$ cat config.mk
export PLATFORM = sky130hd
export DESIGN_NAME = seq_shift_add_mult
export DESIGN_NICKNAME = d
export VERILOG_FILES = /design/src/rtl/seq_mult_pkg.sv /design/src/rtl/seq_mult_step.sv /design/src/rtl/seq_shift_add_mult.sv
export SDC_FILE = /design/constraint.sdc
export NUM_CORES = 1
export LEC_CHECK = 0
export ABC_AREA = 1
export CORE_ASPECT_RATIO = 0.8
export CORE_UTILIZATION = 61
export DETAILED_ROUTE_END_ITERATION = 8
export PLACE_DENSITY = 0.9
export SYNTH_ARGS = -nofsm -noshare
export SYNTH_HDL_FRONTEND = slang
export SYNTH_HIERARCHICAL = 1
export SYNTH_SLANG_ARGS = --single-unit
$ cat constraint.sdc
create_clock -name clk -period 3.1 [get_ports clk]
set_input_delay 0.31 -clock clk [delete_from_list [all_inputs] [get_ports clk]]
set_output_delay 0.31 -clock clk [all_outputs]
set_load 0.005 [all_outputs]
$ cat src/rtl/seq_mult_pkg.sv
// seq_mult_pkg: shared states and helpers for the shift-add multiplier
package seq_mult_pkg;
  localparam int MAX_W = 32;
  typedef enum logic [1:0] {IDLE, BUSY, FIX, DONE} state_e;
  function automatic int cnt_width(input int w);
    return $clog2(w) + 1;
  endfunction
  // magnitude of a w-bit value carried in a MAX_W container; -2^(w-1) maps to 2^(w-1)
  function automatic logic [MAX_W-1:0] abs_mag(input logic [MAX_W-1:0] value, input int w, input logic is_signed);
    logic [MAX_W-1:0] mask;
    mask = (w >= MAX_W) ? '1 : (MAX_W'(1) << w) - MAX_W'(1);
    return (is_signed && value[w-1]) ? (~value + MAX_W'(1)) & mask : value & mask;
  endfunction
endpackage

$ cat src/rtl/seq_mult_step.sv
// seq_mult_step: one shift-add iteration (next accumulator and multiplier)
module seq_mult_step import seq_mult_pkg::*; #(
  parameter int WIDTH = 4
) (
  input  logic [2*WIDTH-1:0]            acc_i,
  input  logic [WIDTH-1:0]              mcand_i,
  input  logic [WIDTH-1:0]              mplier_i,
  input  logic [cnt_width(WIDTH)-1:0]   cnt_i,
  output logic [2*WIDTH-1:0]            acc_o,
  output logic [WIDTH-1:0]              mplier_o
);
  assign acc_o = mplier_i[0] ? acc_i + ({{WIDTH{1'b0}}, mcand_i} << cnt_i) : acc_i;
  assign mplier_o = mplier_i >> 1;
endmodule

$ cat src/rtl/seq_shift_add_mult.sv
// seq_shift_add_mult: iterative shift-add multiplier, one partial product per clock
module seq_shift_add_mult import seq_mult_pkg::*; #(
  parameter int WIDTH     = 4,
  parameter bit SIGNED_EN = 1
) (
  input  logic               clk,
  input  logic               rst,
  input  logic               in_valid,
  output logic               in_ready,
  input  logic [WIDTH-1:0]   a,
  input  logic [WIDTH-1:0]   b,
  input  logic               signed_mode,
  output logic               out_valid,
  input  logic               out_ready,
  output logic [2*WIDTH-1:0] product
);
  localparam int CW = cnt_width(WIDTH);
  state_e state_q, state_d;
  logic [WIDTH-1:0] mcand_q, mcand_d, mplier_q, mplier_d, mplier_nx;
  logic [2*WIDTH-1:0] acc_q, acc_d, acc_nx, product_q, product_d;
  logic [CW-1:0] cnt_q, cnt_d;
  logic neg_q, neg_d, sm;
  seq_mult_step #(.WIDTH(WIDTH)) u_step (
    .acc_i(acc_q), .mcand_i(mcand_q), .mplier_i(mplier_q), .cnt_i(cnt_q),
    .acc_o(acc_nx), .mplier_o(mplier_nx)
  );
  assign sm = signed_mode & SIGNED_EN;
  assign in_ready = state_q == IDLE;
  assign out_valid = state_q == DONE;
  assign product = product_q;
  always_comb begin
    state_d = state_q;
    mcand_d = mcand_q;
    mplier_d = mplier_q;
    acc_d = acc_q;
    cnt_d = cnt_q;
    neg_d = neg_q;
    product_d = product_q;
    case (state_q)
      IDLE: if (in_valid) begin
        state_d = BUSY;
        mcand_d = WIDTH'(abs_mag(MAX_W'(a), WIDTH, sm));
        mplier_d = WIDTH'(abs_mag(MAX_W'(b), WIDTH, sm));
        neg_d = sm & (a[WIDTH-1] ^ b[WIDTH-1]);
        acc_d = '0;
        cnt_d = '0;
      end
      BUSY: begin
        acc_d = acc_nx;
        mplier_d = mplier_nx;
        cnt_d = cnt_q + CW'(1);
        state_d = (cnt_q == CW'(WIDTH-1)) ? FIX : BUSY;
      end
      FIX: begin
        product_d = neg_q ? -acc_q : acc_q;
        state_d = DONE;
      end
      DONE: state_d = out_ready ? IDLE : DONE;
      default: state_d = IDLE;
    endcase
  end
  always_ff @(posedge clk) begin
    if (rst) begin
      state_q <= IDLE;
      mcand_q <= '0;
      mplier_q <= '0;
      acc_q <= '0;
      cnt_q <= '0;
      neg_q <= 1'b0;
      product_q <= '0;
    end else begin
      state_q <= state_d;
      mcand_q <= mcand_d;
      mplier_q <= mplier_d;
      acc_q <= acc_d;
      cnt_q <= cnt_d;
      neg_q <= neg_d;
      product_q <= product_d;
    end
  end
endmodule

==> impl_metrics.csv, run 1 <==
group,metric,value,unit
grt,grt_pass1_wl,7590,um
logic_synthesis,synth_edf_count,0,
min_path,min_path_type,"reg2reg",
flow_run,max-cap-violations,0,
grt,antenna_found_initial,0,
critical_path,critical_path_class,"reg2reg",
clock_tree,cts-resized-gates,0,
die,pin_count,23,
status,status,"completed",
sta,clock_skew,6.18,ps
die,die_area,0.00376,mm2
sta,fmax,0.429,GHz
logic_synthesis,ys_async_sr_fraction,0,%
critical_path,endpoint_kind,"flip-flop",
cells_and_area,utilization,75.1,%
logic_synthesis,synthFlopType,"dfxtp_1",
critical_path,worstPathArrival,2560,ps
cells_and_area,final_area,0.00242,mm2
grt,grt_start_max_net_pins,17,
sta,setup_violations,0,
die,coreArea,0.00322,mm2
clock_tree,cts_made_buffers,5,
routing,drc,0,
grt,grt_pass1_vias,1831,
sta,rsz0062_at_grt,"no",
critical_path,cp_data_required_time,3330,ps
sta,final.min_clock_period,2330,ps
routing,ant_nets,0,
routing,wl_per_cell,12.9,um
power_and_ir_drop,p_int,636,uW
sta,period_share,75.2,%
routing,vias,2007,
logic_synthesis,synth_cell_types,41,
placed_design,dp_hpwl,3430,um
routing,first_iter_violations,70,
cells_and_area,drive_gt1_share,13.5,%
routing,drt_wl_total,4800,um
placed_design,io_buffers,22,
clock_tree,clkTransAtPathRegs,70,ps
cells_and_area,antenna_cells,0,
sta,finalHoldViolations,0,
power_and_ir_drop,swShare,29.0,%
logic_synthesis,synth.avg_cell_area,6.84,um2
routing,first_pass_iters,5,
grt,track_usage,28.0,%
logic_synthesis,synth-seq-area-share,28.0,%
clock_tree,clkLatencyLatePin,290,ps
logic_synthesis,synthCells,314,
critical_path,r2r_slack,770,ps
placed_design,place_area,0.00233,mm2
power_and_ir_drop,combPwrFrac,16.3,%
power_and_ir_drop,p_leak,1.06,nW
power_and_ir_drop,p_sw,260,uW
clock_tree,clkSinkCount,30,
cells_and_area,syn2layout_area_growth,12.6,%
logic_synthesis,synth-seq-cells,30,
logic_synthesis,syn-num-nets,341,
clock_tree,cts_tree,"done",
die,die_y,55.1,um
critical_path,r2r.worst_path.cells,16,
clock_tree,htree_levels,2,
power_and_ir_drop,p_seq_share,46.7,%
die,die_w,68.4,um
die,rows,18,
clock_tree,post_cts_buffers,0,
logic_synthesis,ys_warn_count,6,
sta,drv_slew,0,
critical_path,cp-start-kind,"flip-flop",
sta,fin_tns_setup,0,ps
critical_path,crit_fanout,8,
die,initial_utilization,66.7,%
cells_and_area,final_nets,359,
grt,overflow,0,
power_and_ir_drop,p_clk_share,37.0,%
clock_tree,cts-root-buf,"clkbuf_8",
clock_tree,hold_buffers,0,
min_path,whs_path_depth,2,
power_and_ir_drop,ir_drop,0.321,mV
routing,viasPerCell,5.38,
logic_synthesis,syn_area,0.00215,mm2
power_and_ir_drop,p_per_area,370,mW/mm2
placed_design,gp_congestion,0.996,
clock_tree,clockBufferDepth,2,
power groups by stage:
| stage | Clock [mW] | Sequential [mW] | Combinational (mW) |
|---|---|---|---|
| floorplan | 0 | 0.421 | 0.117 |
| global placement | 0 | 0.426 | 0.140 |
| detailed placement | 0 | 0.426 | 0.144 |
| CTS | 0.332 | 0.418 | 0.145 |
| global route | 0.349 | 0.421 | 0.163 |
| finish | 0.331 | 0.419 | 0.146 |
worst paths after layout:
| check | endpoint | start |
|---|---|---|
| setup / recovery | acc_q[6]$_SDFFE_PP0P_ | cnt_q[2]$_SDFFE_PP0P_ |
| setup reg to reg | acc_q[6]$_SDFFE_PP0P_ | cnt_q[2]$_SDFFE_PP0P_ |
| hold reg to reg | mplier_q[2]$_SDFFE_PP0P_ | mplier_q[2]$_SDFFE_PP0P_ |
| hold / removal | mplier_q[2]$_SDFFE_PP0P_ | mplier_q[2]$_SDFFE_PP0P_ |
Yosys cell counts (2+ instances only):
cell      instances  area share, %
nand2_2          14            4.1
a21oi_1          17            4.0
nor2_1           19            3.3
dfxtp_1          30             28
nand3_1          14            3.3
o21ai_1           5            1.2
inv_1            37            6.5
a21oi_2          10            4.1
ha_1             13            7.6
clkbuf_1          2           0.35
inv_2             4           0.70
xor2_1            2           0.82
xnor2_1           4            1.6
or2_1             2           0.58
buf_4             4            1.4
nand4_1           2           0.58
a31oi_1           5            1.5
nand2_1          83             15
o21bai_1          2           0.70
nand3_2           3            1.4
buf_2             2           0.47
o21ai_0          21            4.9
state kept, by name (all words and copies together), names as in the netlist:
register / count
neg_q: 1
mplier_q: 4
mcand_q: 4
cnt_q: 3
product: 8
acc_q: 8
state_q: 2
layer usage:
metal	vias to the layer above	track usage, %	routed length, um
li1	1039	-	-
met1	892	33.2	2200
met2	66	48.4	2240
met3	10	7.58	300
met4	0	10.8	66
met5	-	0	0
worst max-delay path, stage by stage, from the launching register on:
cell	delay, ps
dfxtp_1	400
inv_1	150
nand2_1	100
nor2_1	120
ha_1	170
inv_1	50
fa_1	360
inv_1	100
nand3_1	80
nand2_1	130
nand2_1	60
nand2_1	80
or2_1	110
nand3_1	80
nand2_1	90
nand2_1	60
a21oi_2	140
cell type report:
| cell class | count | area [um2] |
|---|---|---|
| inverter | 42 | 160 |
| multi-input combinational | 230 | 1290 |
| sequential | 30 | 601 |
| tap | 40 | 50.0 |
| clock buffer | 7 | 86.3 |
| fill | 256 | 801 |
| timing repair buffer | 23 | 228 |
| clock inverter | 1 | 5.00 |
per-stage QoR:
step | power (mW) | cells | hold slack [ps] | worst slack [ps]
2_1_floorplan | 0.539 | 314 | 444 | 1160
3_3_place_gp | 0.566 | 365 | 455 | 908
3_5_place_dp | 0.570 | 365 | 465 | 834
4_1_cts | 0.896 | 373 | 474 | 803
5_1_grt | 0.933 | 373 | 502 | 558
6_report | 0.896 | 373 | 474 | 769
layout by cell type (no fill, tap or decap), types with 2 or more instances in the layout:
| master | netlist | final |
|---|---|---|
| a21oi_1 | 17 | 17 |
| a21oi_2 | 10 | 10 |
| a31oi_1 | 5 | 5 |
| clkbuf_8 | 1 | 6 |
| clkdlybuf4s50_1 | 0 | 22 |
| dfxtp_1 | 30 | 30 |
| ha_1 | 13 | 13 |
| inv_1 | 37 | 37 |
| inv_2 | 4 | 4 |
| nand2_1 | 83 | 83 |
| nand2_2 | 14 | 14 |
| nand3_1 | 14 | 14 |
| nand3_2 | 3 | 3 |
| nand4_1 | 2 | 2 |
| nor2_1 | 19 | 19 |
| o21ai_0 | 21 | 21 |
| o21ai_1 | 5 | 5 |
| o21bai_1 | 2 | 2 |
| or2_1 | 2 | 2 |
| xnor2_1 | 4 | 4 |
| xor2_1 | 2 | 2 |
kinds of logic after synthesis:
kind of cell             share of synthesized area, %
flip-flops                                       28.0
adder cells (fa/ha/maj)                          8.50
AO/OA/AOI/OAI                                    18.4
XOR/XNOR                                         2.45
AND/OR/NAND/NOR                                  30.5
buffers and inverters                            12.0
other                                           0.175
No activity file was read; power rests on OpenSTA's default activity.
==> run 2: changes to the inputs <==
--- a/config.mk
+++ b/config.mk
@@ -7,9 +7,9 @@
 export LEC_CHECK = 0
 export ABC_AREA = 1
 export CORE_ASPECT_RATIO = 0.8
-export CORE_UTILIZATION = 61
+export CORE_UTILIZATION = 51
 export DETAILED_ROUTE_END_ITERATION = 8
-export PLACE_DENSITY = 0.9
+export PLACE_DENSITY = 0.81
 export SYNTH_ARGS = -nofsm -noshare
 export SYNTH_HDL_FRONTEND = slang
 export SYNTH_HIERARCHICAL = 1
==> constraint.sdc (replaced) <==
create_clock -name clk -period 2.1 [get_ports clk]
set_input_delay 0.21 -clock clk [delete_from_list [all_inputs] [get_ports clk]]
set_output_delay 0.21 -clock clk [all_outputs]
set_load 0.005 [all_outputs]
==> run 2 against run 1 <==
Effect of this change: combinational power grew 84%; clock skew shrank 2.0 ps; wire length grew 13%; largest cell class unchanged; largest power group unchanged.
==> impl_metrics.csv, run 2 (synthesis gave the netlist of run 1 again) <==
group,metric,value,unit
power_and_ir_drop,p_leak,1.14,nW
grt,grt_start_max_net_pins,17,
sta,clock_skew,4.16,ps
power_and_ir_drop,p_per_area,510,mW/mm2
grt,grt_pass1_wl,8250,um
sta,max_slew_margin,61.0,%
cells_and_area,final_common_cell,"nand2_1",
die,die_y,60.1,um
power_and_ir_drop,p_int,957,uW
sta,fin_ws,9.72,ps
clock_tree,hold_buffers,0,
power_and_ir_drop,ir_drop,0.316,mV
routing,ant_nets,0,
sta,max_slew.worst_pin.slew,584,ps
power_and_ir_drop,design_power_total,1.35,mW
critical_path,crit_fanout,6,
power_and_ir_drop,combPwrFrac,19.8,%
grt,grt_pass1_vias,1852,
flow_run,max-cap-violations,0,
power_and_ir_drop,p_clk_share,34.3,%
clock_tree,cts_made_buffers,5,
critical_path,worstPathArrival,2260,ps
die,pin_count,23,
sta,fmax,0.478,GHz
grt,overflow,0,
sta,setup_violations,0,
power_and_ir_drop,p_sw,395,uW
clock_tree,clkTransAtPathRegs,60,ps
die,die_area,0.00448,mm2
status,status,"completed",
sta,period_share,99.5,%
cells_and_area,antenna_cells,0,
routing,first_pass_iters,4,
clock_tree,htree_levels,2,
clock_tree,cts-root-buf,"clkbuf_8",
die,coreArea,0.00390,mm2
min_path,min_path_type,"reg2reg",
cells_and_area,final_nets,371,
min_path,min_from,"mplier_q[2]$_SDFFE_PP0P_",
sta,drv_slew,0,
placed_design,dp.cells,383,
routing,wl_per_cell,13.6,um
critical_path,critical_path_class,"reg2reg",
critical_path,r2r.worst_path.cells,15,
clock_tree,cts_tree,"done",
min_path,whs_path_depth,2,
min_path,holdPathEnd,"mplier_q[2]$_SDFFE_PP0P_",
clock_tree,clkLatencyLatePin,280,ps
cells_and_area,multi_input_area,0.00140,mm2
power_and_ir_drop,p_seq_share,45.9,%
routing,viasPerCell,5.17,
grt,antenna_found_initial,0,
cells_and_area,final_area,0.00265,mm2
routing,drc,0,
critical_path,cp-start-kind,"flip-flop",
cells_and_area,syn2layout_area_growth,23.2,%
die,initial_utilization,55.0,%
critical_path,rr_startpoint,"cnt_q[0]$_SDFFE_PP0P_",
cells_and_area,drive_gt1_share,25.9,%
critical_path,r2r_slack,10,ps
routing,vias,2059,
die,die_w,74.6,um
placed_design,gp_congestion,0.938,
placed_design,place_area,0.00237,mm2
sta,holdWs,481,ps
clock_tree,clkSinkCount,30,
clock_tree,clockBufferDepth,2,
critical_path,endpoint_kind,"flip-flop",
placed_design,io_buffers,22,
placed_design,dp_hpwl,3570,um
cells_and_area,instances_no_fill,398,
placed_design,dpl_worst_slack,-42.7,ps
critical_path,rr_endpoint,"acc_q[6]$_SDFFE_PP0P_",
cells_and_area,seqCellArea,609,um2
cells_and_area,n_fill_cell,358,
grt,track_usage,24.6,%
sta,rsz0062_at_grt,"yes",
power_and_ir_drop,swShare,29.2,%
routing,first_iter_violations,177,
sta,final.min_clock_period,2090,ps
routing,drt_wl_total,5400,um
critical_path,cp_data_required_time,2270,ps
cells_and_area,layout_common_cells,"nand2_1 (75), inv_1 (31), dfxtp_1 (27)",
sta,finalHoldViolations,0,
die,rows,20,
==> run 2: cell count changes in the layout (fill, tap and decap cells not counted), sizes merged <==
cell	change
clkinv	-1
clkbuf	-1
buf	+12
==> run 2: how the worst max path moves through the flow <==
| stage | start | to | slack [ps] | depth (start not counted) |
|---|---|---|---|---|
| 2_1_floorplan | cnt_q[0]$_SDFFE_PP0P_ | acc_q[6]$_SDFFE_PP0P_ | 160 | 16 |
| 3_3_place_gp | cnt_q[1]$_SDFFE_PP0P_ | acc_q[6]$_SDFFE_PP0P_ | -40 | 16 |
| 3_5_place_dp | cnt_q[1]$_SDFFE_PP0P_ | acc_q[6]$_SDFFE_PP0P_ | -40 | 16 |
| 4_1_cts | cnt_q[1]$_SDFFE_PP0P_ | acc_q[6]$_SDFFE_PP0P_ | 3 | 16 |
| 5_1_grt | mcand_q[2]$_SDFFE_PP0P_ | acc_q[6]$_SDFFE_PP0P_ | -150 | 12 |
| 6_report | cnt_q[0]$_SDFFE_PP0P_ | acc_q[6]$_SDFFE_PP0P_ | 10 | 15 |
==> run 2: stage by stage <==
step	TNS (ps)	util, %
CTS	0	63.3
global route	-463	67.8
detailed placement	-42.7	60.7
floorplan	0	-
finish	0	67.8
global placement	-38.7	60.7
==> run 2: metal layers <==
layer	part of all wire (%)	track usage [%]
met4	0.85	6.74
met1	46	33.7
met5	0	0
met2	48	38.6
met3	5.3	5.73
==> run 2: area by class of cell <==
type	count	share of cell area, %
Clock buffer	6	3.12
Sequential cell	30	23.0
Multi-Input combinational cell	230	53.0
Tap cell	55	2.60
Timing Repair Buffer	35	12.0
Inverter	42	6.24
==> run 2: repair_timing <==
| item | 4_1_cts | 5_1_grt |
|---|---|---|
| setup endpoints to repair | 1 | 5 |
| hold endpoints to repair | 0 | 0 |
| gates resized for setup | 7 | 36 |
| pin swaps | 2 | 25 |
| setup buffers | 1 | 8 |
| gates cloned | 0 | 0 |
==> run 2: power by group through the flow <==
| stage | clock network (mW) | registers [mW] | logic, mW |
|---|---|---|---|
| after floorplan | 0 | 0.622 | 0.173 |
| after global placement | 0 | 0.627 | 0.215 |
| after detailed placement | 0 | 0.628 | 0.220 |
| after CTS | 0.471 | 0.616 | 0.222 |
| after global routing | 0.496 | 0.622 | 0.298 |
| final | 0.464 | 0.620 | 0.268 |
==> run 2: worst max-delay path, stage by stage, from the launching register on <==
cell	delay, ps
dfxtp_4	380
inv_4	60
nand2_2	80
nand2_2	70
o21ai_2	170
nor2_1	70
ha_1	330
nand3_1	110
nand2_1	80
nand2_1	80
nand2_1	60
or2_1	240
nand3_2	70
nand2_1	60
nand2_1	80
a21oi_2	50
